[config.mk]
export PLATFORM = sky130hd
export DESIGN_NAME = dlfloat16_issue_ctrl
export DESIGN_NICKNAME = d
export VERILOG_FILES = /design/src/rtl/dlfloat16_pkg.sv /design/src/rtl/dlfloat16_lat_cnt.sv /design/src/rtl/dlfloat16_issue_ctrl.sv
export SDC_FILE = /design/constraint.sdc
export NUM_CORES = 1
export LEC_CHECK = 0
export ABC_AREA = 1
export CORE_ASPECT_RATIO = 0.9
export CORE_UTILIZATION = 26
export CTS_CLUSTER_SIZE = 16
export DETAILED_ROUTE_END_ITERATION = 12
export MAX_ROUTING_LAYER = met4
export PLACE_DENSITY = 0.64
export SYNTH_ARGS = -nofsm -noshare
export SYNTH_HDL_FRONTEND = slang
export SYNTH_SLANG_ARGS = --single-unit
export TNS_END_PERCENT = 20
[constraint.sdc]
create_clock -name clk -period 2 [get_ports clk]
set_clock_uncertainty 0.1 [all_clocks]
set_input_delay 0.4 -clock clk [delete_from_list [all_inputs] [get_ports clk]]
set_output_delay 0.4 -clock clk [all_outputs]
set_load 0.02 [all_outputs]
[src/rtl/dlfloat16_pkg.sv]
// Shared constants and state type for the DLFLOAT16 issue controller.
package dlfloat16_pkg;

  localparam logic [6:0] OPC_FP  = 7'b1010011;
  localparam logic [4:0] F5_DIV  = 5'b00011;
  localparam logic [4:0] F5_SQRT = 5'b01011;

  // Flag bit positions, {invalid, div_by_zero, overflow, underflow, inexact}
  localparam int unsigned FLAG_NV = 4;
  localparam int unsigned FLAG_DZ = 3;
  localparam int unsigned FLAG_OF = 2;
  localparam int unsigned FLAG_UF = 1;
  localparam int unsigned FLAG_NX = 0;

  localparam logic [4:0] EXC_ILLEGAL = 5'b00001 << FLAG_NV;

  typedef enum logic [1:0] {IDLE, EXEC, RESP} state_t;

endpackage

[src/rtl/dlfloat16_lat_cnt.sv]
// Latency down-counter: load a value, decrement towards zero, report zero.
module dlfloat16_lat_cnt (
  input  logic       clk,
  input  logic       rst_n,
  input  logic       load,
  input  logic [3:0] load_val,
  input  logic       dec,
  output logic       zero
);

  logic [3:0] cnt;

  always_ff @(posedge clk or negedge rst_n) begin
    if (!rst_n) begin
      cnt <= '0;
    end else if (load) begin
      cnt <= load_val;
    end else if (dec && (cnt != '0)) begin
      cnt <= cnt - 4'd1;
    end
  end

  assign zero = (cnt == '0);

endmodule

[src/rtl/dlfloat16_issue_ctrl.sv]
// Single-outstanding FPU issue controller with per-op fixed latency.
// Optional sticky fflags register enabled by DLFLOAT16_FFLAGS_EN.
module dlfloat16_issue_ctrl
  import dlfloat16_pkg::*;
#(
  parameter int unsigned FIXED_LAT = 1,
  parameter int unsigned DIV_LAT   = 8,
  parameter int unsigned SQRT_LAT  = 8
) (
  input  logic        clk,
  input  logic        rst_n,
  input  logic        in_valid,
  output logic        in_ready,
  input  logic [31:0] in_instr,
  input  logic [31:0] in_op1,
  input  logic [31:0] in_op2,
  input  logic [31:0] in_op3,
  output logic [31:0] fpu_instr,
  output logic [31:0] fpu_op1,
  output logic [31:0] fpu_op2,
  output logic [31:0] fpu_op3,
  output logic        fpu_start,
  input  logic [31:0] fpu_result,
  input  logic [4:0]  fpu_excep,
  output logic        out_valid,
  input  logic        out_ready,
  output logic [31:0] out_result,
  output logic [4:0]  out_excep,
  output logic [4:0]  fflags,
  input  logic        fflags_clr,
  output logic        busy
);

  state_t     state, state_nxt;
  logic       accept, legal, cnt_zero, done, hs;
  logic [3:0] lat_sel;

  assign accept    = in_valid && in_ready;
  assign legal     = (in_instr[6:0] == OPC_FP);
  assign in_ready  = (state == IDLE);
  assign out_valid = (state == RESP);
  assign busy      = (state != IDLE);
  assign done      = (state == EXEC) && cnt_zero;
  assign hs        = out_valid && out_ready;

  always_comb begin
    lat_sel = 4'(FIXED_LAT);
    if (in_instr[31:27] == F5_DIV) begin
      lat_sel = 4'(DIV_LAT);
    end else if (in_instr[31:27] == F5_SQRT) begin
      lat_sel = 4'(SQRT_LAT);
    end
  end

  // Capture happens on the edge that observes a zero count, giving LAT+1 edges.
  dlfloat16_lat_cnt u_lat_cnt (
    .clk      (clk),
    .rst_n    (rst_n),
    .load     (accept && legal),
    .load_val (lat_sel),
    .dec      (state == EXEC),
    .zero     (cnt_zero)
  );

  always_ff @(posedge clk or negedge rst_n) begin
    if (!rst_n) begin
      state <= IDLE;
    end else begin
      state <= state_nxt;
    end
  end

  always_comb begin
    state_nxt = state;
    case (state)
      IDLE: if (accept) state_nxt = legal ? EXEC : RESP;
      EXEC: if (cnt_zero) state_nxt = RESP;
      RESP: if (out_ready) state_nxt = IDLE;
      default: state_nxt = IDLE;
    endcase
  end

  always_ff @(posedge clk or negedge rst_n) begin
    if (!rst_n) begin
      fpu_instr  <= '0;
      fpu_op1    <= '0;
      fpu_op2    <= '0;
      fpu_op3    <= '0;
      fpu_start  <= 1'b0;
      out_result <= '0;
      out_excep  <= '0;
    end else begin
      fpu_start <= 1'b0;
      if (accept) begin
        fpu_instr <= in_instr;
        fpu_op1   <= in_op1;
        fpu_op2   <= in_op2;
        fpu_op3   <= in_op3;
        fpu_start <= legal;
        if (!legal) begin
          out_result <= '0;
          out_excep  <= EXC_ILLEGAL;
        end
      end else if (done) begin
        out_result <= fpu_result;
        out_excep  <= fpu_excep;
      end
    end
  end

`ifdef DLFLOAT16_FFLAGS_EN
  logic [4:0] fflags_q;

  always_ff @(posedge clk or negedge rst_n) begin
    if (!rst_n) begin
      fflags_q <= '0;
    end else if (hs) begin
      fflags_q <= (fflags_clr ? 5'b0 : fflags_q) | out_excep;
    end else if (fflags_clr) begin
      fflags_q <= '0;
    end
  end

  assign fflags = fflags_q;
`else
  logic unused_fflags_clr;
  logic unused_hs;

  assign unused_fflags_clr = fflags_clr;
  assign unused_hs         = hs;
  assign fflags            = '0;
`endif

endmodule

==> impl_metrics.yaml, run 1 <==
outcome:
  status: "finished clean"
cts:
  numCtsBuffers: 17
  path_clk_slew_ns: 0.08
  htreeDepth: 4
  cts_max_path_buffers: 2
  tritoncts: "done"
  clk_latency_ns: 0.41
  clock_sinks: 172
  clockRootBuffer: "clkbuf_16"
  post_cts.repair.setup_buffers: 0
sta:
  max_freq_mhz: 520
  timing.hold.ws_ns: 0.368
  grt_setup_unrepaired: "no"
  finalSetupViolCount: 0
  fin_ws_ns: 0.0761
  period_share: 0.962
  finalHoldViolCount: 0
  drv_slew: 0
  min_period_ns: 1.92
worst_setup_path:
  slowest_stage: "clkdlybuf4s50_1"
  crit_path_start_kind: "register"
  path_max_fanout: 2
  worstPathRequired_ns: 1.50
  critPathMaxStageDelay_ns: 0.64
  r2r_start: "state[0]$_DFFE_PN0P_"
  rrSetupSlack_ns: 0.34
  crit_type: "reg2out"
  cp_cell_sequence: "clkdlybuf4s50_1"
  worstRegToRegCells: 9
  r2r_end: "u_lat_cnt.cnt[3]$_DFFE_PN0P_"
  cp.arrival_ns: 1.42
  worst-path-buf-inv: 1
  crit_path_end_kind: "output port"
  critPathTopFamily: "buffers and inverters"
global_route:
  antenna_found_initial: 0
  grt_max_degree: 47
  gr-total-overflow: 0
  grt_pass1_wl_um: 32300
  grt_use_total: 0.164
  grt_pass1_vias: 6304
logic_synthesis:
  yosys.cell_types.count: 22
  ys_ff_latch: 172
  yosysSeqAreaShare: 0.644
  synth_warnings: 0
  avgSynthCellArea_um2: 8.67
  yosysTopAreaCellShare: 0.644
  synth_largest_area_cell: "dfrtp_1"
  netlist_area_mm2: 0.00669
  synth.top_cells.by_area: "dfrtp_1 64%, nand2_1 28%, buf_2 1.3%"
  syn_inst: 771
drt:
  totalWireLength_um: 20600
  viasPerCell: 4.13
  ant_nets: 0
  route.top_layer_used: "met4"
  wl_met2_um: 9800
  drt-initial-drc-count: 265
  m1WireLength_um: 8390
  wl_met3_um: 2020
  wl_per_cell_um: 13.9
  dr.pass1.iters: 6
  drc: 0
  vias: 6107
place:
  place_hpwl_um: 15200
  post-place-ws_ns: -0.151
  io_buffers: 337
  globalplace.congestion: 0.741
job:
  maxCapViolations: 0
hold_path:
  min_path_type: "in2async"
final_layout:
  final_common_cell: "nand2_1"
  syn2layout_area_growth_pct: 69.1
  final.fill_count: 2440
  n_antenna_cell: 0
  final_nets: 1295
  drive_above_1_share: 0.0608
  final_cell_mix: "506 x nand2_1, 331 x clkdlybuf4s50_1, 172 x dfrtp_1"
floorplan:
  start_util: 0.265
  ios: 344
  die_x_um: 171
  die_area_mm2: 0.0264
  die_h_um: 154
  coreArea_mm2: 0.0252
  rows: 55
power:
  ir_worst_vdd_uv: 454
  power_density_mw_per_mm2: 1040
  p_leak_nw: 5.64
[how the worst max path moves through the flow]
stage | endpoint | depth (start not counted) | start | slack [ns]
6_report | fpu_instr[28] | 1 | fpu_instr[28]$_DFFE_PN0P_ | 0.08
2_1_floorplan | out_result[10]$_DFFE_PN0P_ | 10 | state[1]$_DFFE_PN0P_ | 0.43
4_1_cts | fpu_instr[6] | 1 | fpu_instr[6]$_DFFE_PN0P_ | 0.001
3_5_place_dp | state[1]$_DFFE_PN0P_ | 7 | in_instr[6] | -0.15
5_1_grt | fpu_op2[2] | 1 | fpu_op2[2]$_DFFE_PN0P_ | 0.01
3_3_place_gp | state[1]$_DFFE_PN0P_ | 7 | in_instr[6] | -0.14
[synthesized netlist by cell type (all sizes together)]
cell	number
o21ai	5
o21bai	1
nand3	8
nand3b	1
nand2	507
inv	18
o211ai	1
nor2	13
clkbuf	12
dfrtp	172
buf	28
a21oi	1
ha	2
o31ai	1
conb	1
[power breakdown]
part / leakage [nW] / internal (mW) / total (mW) / switching (mW)
combinational: 3.15 / 1.78 / 3.70 / 1.92
sequential: 2.18 / 4.13 / 4.50 / 0.363
clock: 0.304 / 2.04 / 3.53 / 1.49
total: 5.64 / 7.95 / 11.7 / 3.77
[layer usage]
| layer | up-vias | GRT usage |
|---|---|---|
| li1 | 3012 | - |
| met1 | 2820 | 0.185 |
| met2 | 252 | 0.270 |
| met3 | 23 | 0.0587 |
| met4 | 0 | 0.0497 |
| met5 | - | - |
[registers in the layout (all words and copies together), names as in the netlist]
| register | cells |
|---|---|
| fpu_instr | 32 |
| fpu_op1 | 32 |
| fpu_op3 | 32 |
| out_excep | 5 |
| out_result | 32 |
| state | 2 |
| fpu_op2 | 32 |
| fpu_start | 1 |
| u_lat_cnt.cnt | 4 |
[layout make-up]
cell class                 count  area, µm²  share of cell area
clock buffer                  19        443              0.0392
clock inverter                12        176              0.0156
inverter                      18       70.1             0.00620
multi-input combinational    545       2120               0.187
sequential                   172       4300               0.381
tap                          342        428              0.0378
timing repair buffer         369       3770               0.333
[logic make-up after synthesis]
| family | count (synthesis) | synth area share |
|---|---|---|
| AO/OA/AOI/OAI | 9 | 0.00786 |
| adder cells (fa/ha/maj) | 2 | 0.00374 |
| buffers and inverters | 58 | 0.0419 |
| flip-flops | 172 | 0.644 |
| other | 1 | 0.000561 |
| AND/OR/NAND/NOR | 529 | 0.302 |
[through the flow]
step            util  area, µm²  instances  TNS, ns  total power [mW]
4_1_cts        0.449      11300       1477        0              11.9
6_report       0.449      11300       1477        0              11.7
3_3_place_gp   0.424      10700       1445    -2.53              8.26
2_1_floorplan      -       6700        775        0              6.16
3_5_place_dp   0.424      10700       1445    -2.76              8.31
5_1_grt        0.449      11300       1477        0              12.4
[timing repair]
action                                 CTS  global route
endpoints found under the hold margin   37             0
setup endpoints to repair                3             2
hold buffers                             1             0
resized for setup                        3             2
No activity file was read; power rests on OpenSTA's default activity.
==> run 2: changes to the inputs <==
--- a/config.mk
+++ b/config.mk
@@ -6,7 +6,9 @@
 export NUM_CORES = 1
 export LEC_CHECK = 0
 export ABC_AREA = 1
+export CAP_MARGIN = 10
 export CORE_ASPECT_RATIO = 0.9
+export CORE_MARGIN = 2
 export CORE_UTILIZATION = 26
 export CTS_CLUSTER_SIZE = 16
 export DETAILED_ROUTE_END_ITERATION = 12
==> run 2 against run 1 <==
- core utilization down 0.24 points
- first-iteration DRC count up 36%
- sequential power barely moved
- die area rose by 2.5%
- critical path depth unchanged
- cell count is essentially flat
- fmax fell by 0.40%
- global-route usage hardly changed
- critical path type unchanged
==> impl_metrics.yaml, run 2 (synthesis gave the netlist of run 1 again) <==
outcome:
  status: "finished clean"
worst_setup_path:
  worstPathRequired_ns: 1.50
  worst-path-buf-inv: 1
  critPathTopFamily: "buffers and inverters"
  critPathMaxStageDelay_ns: 0.63
  crit_path_end_kind: "output port"
  worstRegToRegCells: 9
  cp.arrival_ns: 1.43
  crit_type: "reg2out"
  path_max_fanout: 2
  crit_path_start_kind: "register"
  path_depth: 1
  slowest_stage: "clkdlybuf4s50_1"
  cp_cell_sequence: "clkdlybuf4s50_1"
power:
  ir_worst_vdd_uv: 495
  fin_total_pwr_mw: 11.6
  p_leak_nw: 5.62
  power_density_mw_per_mm2: 1030
place:
  io_buffers: 337
  post-place-ws_ns: -0.0796
  globalplace.congestion: 0.787
  place_hpwl_um: 15600
global_route:
  gr-total-overflow: 0
  grt_use_total: 0.164
  grt_pass1_vias: 6066
  antenna_found_initial: 2
  grt_pass1_wl_um: 33500
  grt_max_degree: 57
sta:
  min_period_ns: 1.93
  period_share: 0.966
  grt_setup_unrepaired: "no"
  max_freq_mhz: 518
  drv_slew: 0
  finalHoldViolCount: 0
  fin_ws_ns: 0.0684
  finalSetupViolCount: 0
cts:
  clockRootBuffer: "clkbuf_16"
  clock_sinks: 172
  htreeDepth: 4
  tritoncts: "done"
  post_cts.repair.setup_buffers: 0
  clk_latency_ns: 0.42
  path_clk_slew_ns: 0.08
  cts_max_path_buffers: 2
  numCtsBuffers: 17
floorplan:
  ios: 344
  die_area_mm2: 0.0270
  coreArea_mm2: 0.0252
  die_h_um: 156
  start_util: 0.265
  rows: 55
  die_x_um: 173
drt:
  m1WireLength_um: 9410
  vias: 6126
  viasPerCell: 4.15
  wl_per_cell_um: 14.4
  totalWireLength_um: 21300
  route.top_layer_used: "met4"
  drc: 0
  ant_nets: 0
  wl_met2_um: 9800
  wl_met3_um: 1520
  drt-initial-drc-count: 360
  dr.pass1.iters: 6
final_layout:
  final_cell_mix: "506 x nand2_1, 329 x clkdlybuf4s50_1, 172 x dfrtp_1"
  final_nets: 1291
  final.fill_count: 2475
  final_common_cell: "nand2_1"
  syn2layout_area_growth_pct: 68.2
  drive_above_1_share: 0.0583
hold_path:
  min_path_type: "in2async"
job:
  maxCapViolations: 0
-- run 2: cell types whose count changed in the layout (fill, tap and decap cells not counted), sizes merged --
cell and change:
buf -4, inv +3, bufinv -2, clkdlybuf4s50 -2, clkinvlp +2, diode +2
dlymetal6s2s +2, clkbuf -1, clkdlybuf4s15 +1, clkinv -1, dlygate4sd2 -1
-- run 2: per-layer routing --
layer / vias to the layer above / global-route usage
li1: 3007 / -
met2: 256 / 0.253
met4: 0 / 0.0581
met1: 2834 / 0.203
met3: 29 / 0.0512
met5: - / -
-- run 2: path summary, 6_finish.rpt --
check                                               endpoint                 startpoint  slack [ns]
worst min-delay path                  fpu_op1[0]$_DFFE_PN0P_                      rst_n        0.33
worst min register to register     fpu_instr[28]$_DFFE_PN0P_  fpu_instr[28]$_DFFE_PN0P_        0.37
worst max-delay path                             fpu_op2[12]    fpu_op2[12]$_DFFE_PN0P_        0.07
worst max register to register  u_lat_cnt.cnt[3]$_DFFE_PN0P_       state[1]$_DFFE_PN0P_        0.34
max in group asynchronous         out_result[27]$_DFFE_PN0P_                      rst_n        0.81
min in group clk                   fpu_instr[28]$_DFFE_PN0P_  fpu_instr[28]$_DFFE_PN0P_        0.37
-- run 2: metrics by stage --
stage	hold WS (ns)	utilization	TNS, ns	instances	cell area [µm²]
finish	0.329	0.447	0	1476	11200
global route	0.341	0.447	0	1476	11200
CTS	0.310	0.446	0	1474	11200
floorplan	0.00441	-	0	775	6700
detailed placement	0.211	0.423	-2.18	1441	10600
global placement	0.205	0.423	-1.14	1441	10600
-- run 2: power breakdown --
group	internal, mW	switching (mW)	total (mW)
registers	4.13	0.362	4.49
logic	1.78	1.94	3.71
clock network	1.77	1.58	3.35
total	7.68	3.87	11.6
-- run 2: timing repair --
item | CTS | global route
resized for setup | 3 | 5
endpoints found under the setup margin | 3 | 5
pin swaps | 0 | 0
hold buffers | 1 | 0
endpoints found under the hold margin | 27 | 0
-- run 2: layout make-up --
type / count / area (µm²) / share of cell area
flip-flops and latches: 172 / 4300 / 0.383
repair buffers: 365 / 3740 / 0.333
multi-input cells: 545 / 2120 / 0.188
clock buffers: 18 / 429 / 0.0382
well taps: 342 / 428 / 0.0380
clock inverters: 14 / 148 / 0.0131
inverters: 18 / 70.1 / 0.00623
diodes: 2 / 5.00 / 0.000445
==> RTL edit: new RTL, settings of run 2 <==
The 3 states of `state_t` get a one-hot encoding in 3 bits.
--- a/src/rtl/dlfloat16_pkg.sv
+++ b/src/rtl/dlfloat16_pkg.sv
@@ -16,3 +16,3 @@
 
-  typedef enum logic [1:0] {IDLE, EXEC, RESP} state_t;
+  typedef enum logic [2:0] {IDLE = 3'b001, EXEC = 3'b010, RESP = 3'b100} state_t;
 
Formal check against the unedited RTL: no difference found for any inputs over 10 cycles, from zero or initial values and one cycle with rst_n low; not proved beyond that.
==> RTL edit against run 2 <==
  * Area after synthesis up 1.6%
  * Largest power group is now combinational cells
  * Setup slack worse by 0.011 ns
  * Total power rose by 38%
  * Sequential cell count rose by 1
  * Routed wire length down 5.6%
  * Critical path depth up 1
  * Final area up 0.34%
  * Sequential share of layout area increased by 0.10 points
==> RTL edit: results (changes against run 2) <==
outcome=completed; vias in the first global route=6,058 (-0.13%); Max stage delay cell, worst path=dfstp_2; Post-Syn Instances=771 (unchanged); layout cells sized above 1=7.68% (+1.8 points); Max IR drop VDD=0.682 mV (+38%); cell class contributing the biggest share of worst-path delay=flip-flops; mux cell area share after synthesis=0% (unchanged); CP max stage delay=0.58 ns (-0.05 ns); clock latency on the worst-skew pair=0.42 ns (about the same); dpl cells=1,448 (+0.49%); IO buf count=337 (unchanged); drt wl/cell=13.6 µm (-5.9%); initial antenna violation count=0 (-2); DRT Pass-1 Iters=4 (-2); clock slew at reported path FFs=0.07 ns; routability-driven placement congestion ratio=0.777 (-1.3%); Synth async-reset ratio=100% (unchanged); Worst Hold Class=flip-flop to flip-flop; post-DP HPWL=14,300 µm (-8.0%); fill count=2,481 (+0.24%); WHS Path Cells=2; Distinct cells, synth=24 (+9.1%); Final Instance Count excl. Fillers=1,481 (+0.34%); drt via density=4.06 (-2.3%); Leak=5.61 nW (-0.28%); pin count of the biggest net entering global routing=80 (+40%); XOR/XNOR share of the synthesized area=0% (unchanged); reg2reg path depth=7 (-2); Starting DRT DRC Count=262 (-27%); first-pass GRT wire length=31,600 µm (-5.6%); Setup Viol. Count Final=0 (unchanged); antenna cells=0 (-2); fin nets=1,292 (+0.077%); # hold bufs at CTS=1 (unchanged); CTS Buffer Depth=2 (unchanged); Synth Area in Adders=0.368% (-0.0061 points); CTS root buffer=clkbuf_16; Crit Path Max Fanout=5 (+3); number of CTS-inserted buffers=17 (unchanged); top post-synthesis cells by count=nand2_1, dfrtp_1, buf_2, nand2_2, inv_1; dpl ws=-0.0448 ns (+0.0348 ns); YS warnings=0 (unchanged); ranking of synthesized cells by area=dfrtp_1, nand2_1, buf_2, nand2_2, buf_4; Seq/Total Area, Yosys=63.7% (-0.66 points); Switching Fraction=38.4% (+4.9 points); PostCTS Resize Cnt=8 (+5); All-Layer GR Usage=15.0% (-1.4 points); Compound-Gate Fraction of Synth Area=0.534% (-0.25 points); H-tree levels=4 (unchanged)
==> RTL edit: changes by cell type in the layout (fill, tap and decap cells not counted), sizes merged, moves of 3 or more <==
cell	change
dlymetal6s2s	-4
clkdlybuf4s50	+4
nor2	-3
nand2	+5
==> RTL edit: cell type report <==
type,count,share of cell area [%]
flip-flops and latches,173,38.4
repair buffers,366,32.8
multi-input cells,547,19.3
clock buffers,20,4.13
well taps,348,3.86
clock inverters,12,1.02
inverters,15,0.499
==> RTL edit: metal layers <==
metal / track usage (%) / wire (µm)
met3: 4.88 / 1570
met1: 18.2 / 8660
met2: 24.2 / 9600
met5: - / 0
met4: 3.92 / 274
==> RTL edit: power by group through the flow <==
stage               combinational (mW)  sequential [mW]  clock [mW]
detailed placement                7.25             5.49           0
global route                      7.74             5.63        3.61
floorplan                         1.95             7.02           0
CTS                               7.24             5.47        3.47
global placement                  7.20             5.46           0
finish                            7.12             5.46        3.32
==> RTL edit: stage by stage <==
step / TNS, ns / util, % / area, µm²
after floorplan: 0 / - / 6810
after global placement: 0 / 41.4 / 10700
after detailed placement: -0.607 / 41.4 / 10700
after CTS: -0.0120 / 43.7 / 11300
after global routing: -0.0128 / 43.7 / 11300
final: 0 / 43.7 / 11300
==> RTL edit: worst paths after layout <==
check	from	endpoint	slack, ns
hold / removal	fpu_op2[18]$_DFFE_PN0P_	fpu_op2[18]$_DFFE_PN0P_	0.37
setup reg to reg	state[0]$_DFFE_PN1P_	out_excep[1]$_DFFE_PN0P_	0.33
min in group asynchronous	rst_n	out_result[14]$_DFFE_PN0P_	0.39
hold reg to reg	fpu_op2[18]$_DFFE_PN0P_	fpu_op2[18]$_DFFE_PN0P_	0.37
setup / recovery	state[0]$_DFFE_PN1P_	busy	0.06
max in group asynchronous	rst_n	fpu_op2[3]$_DFFE_PN0P_	0.80
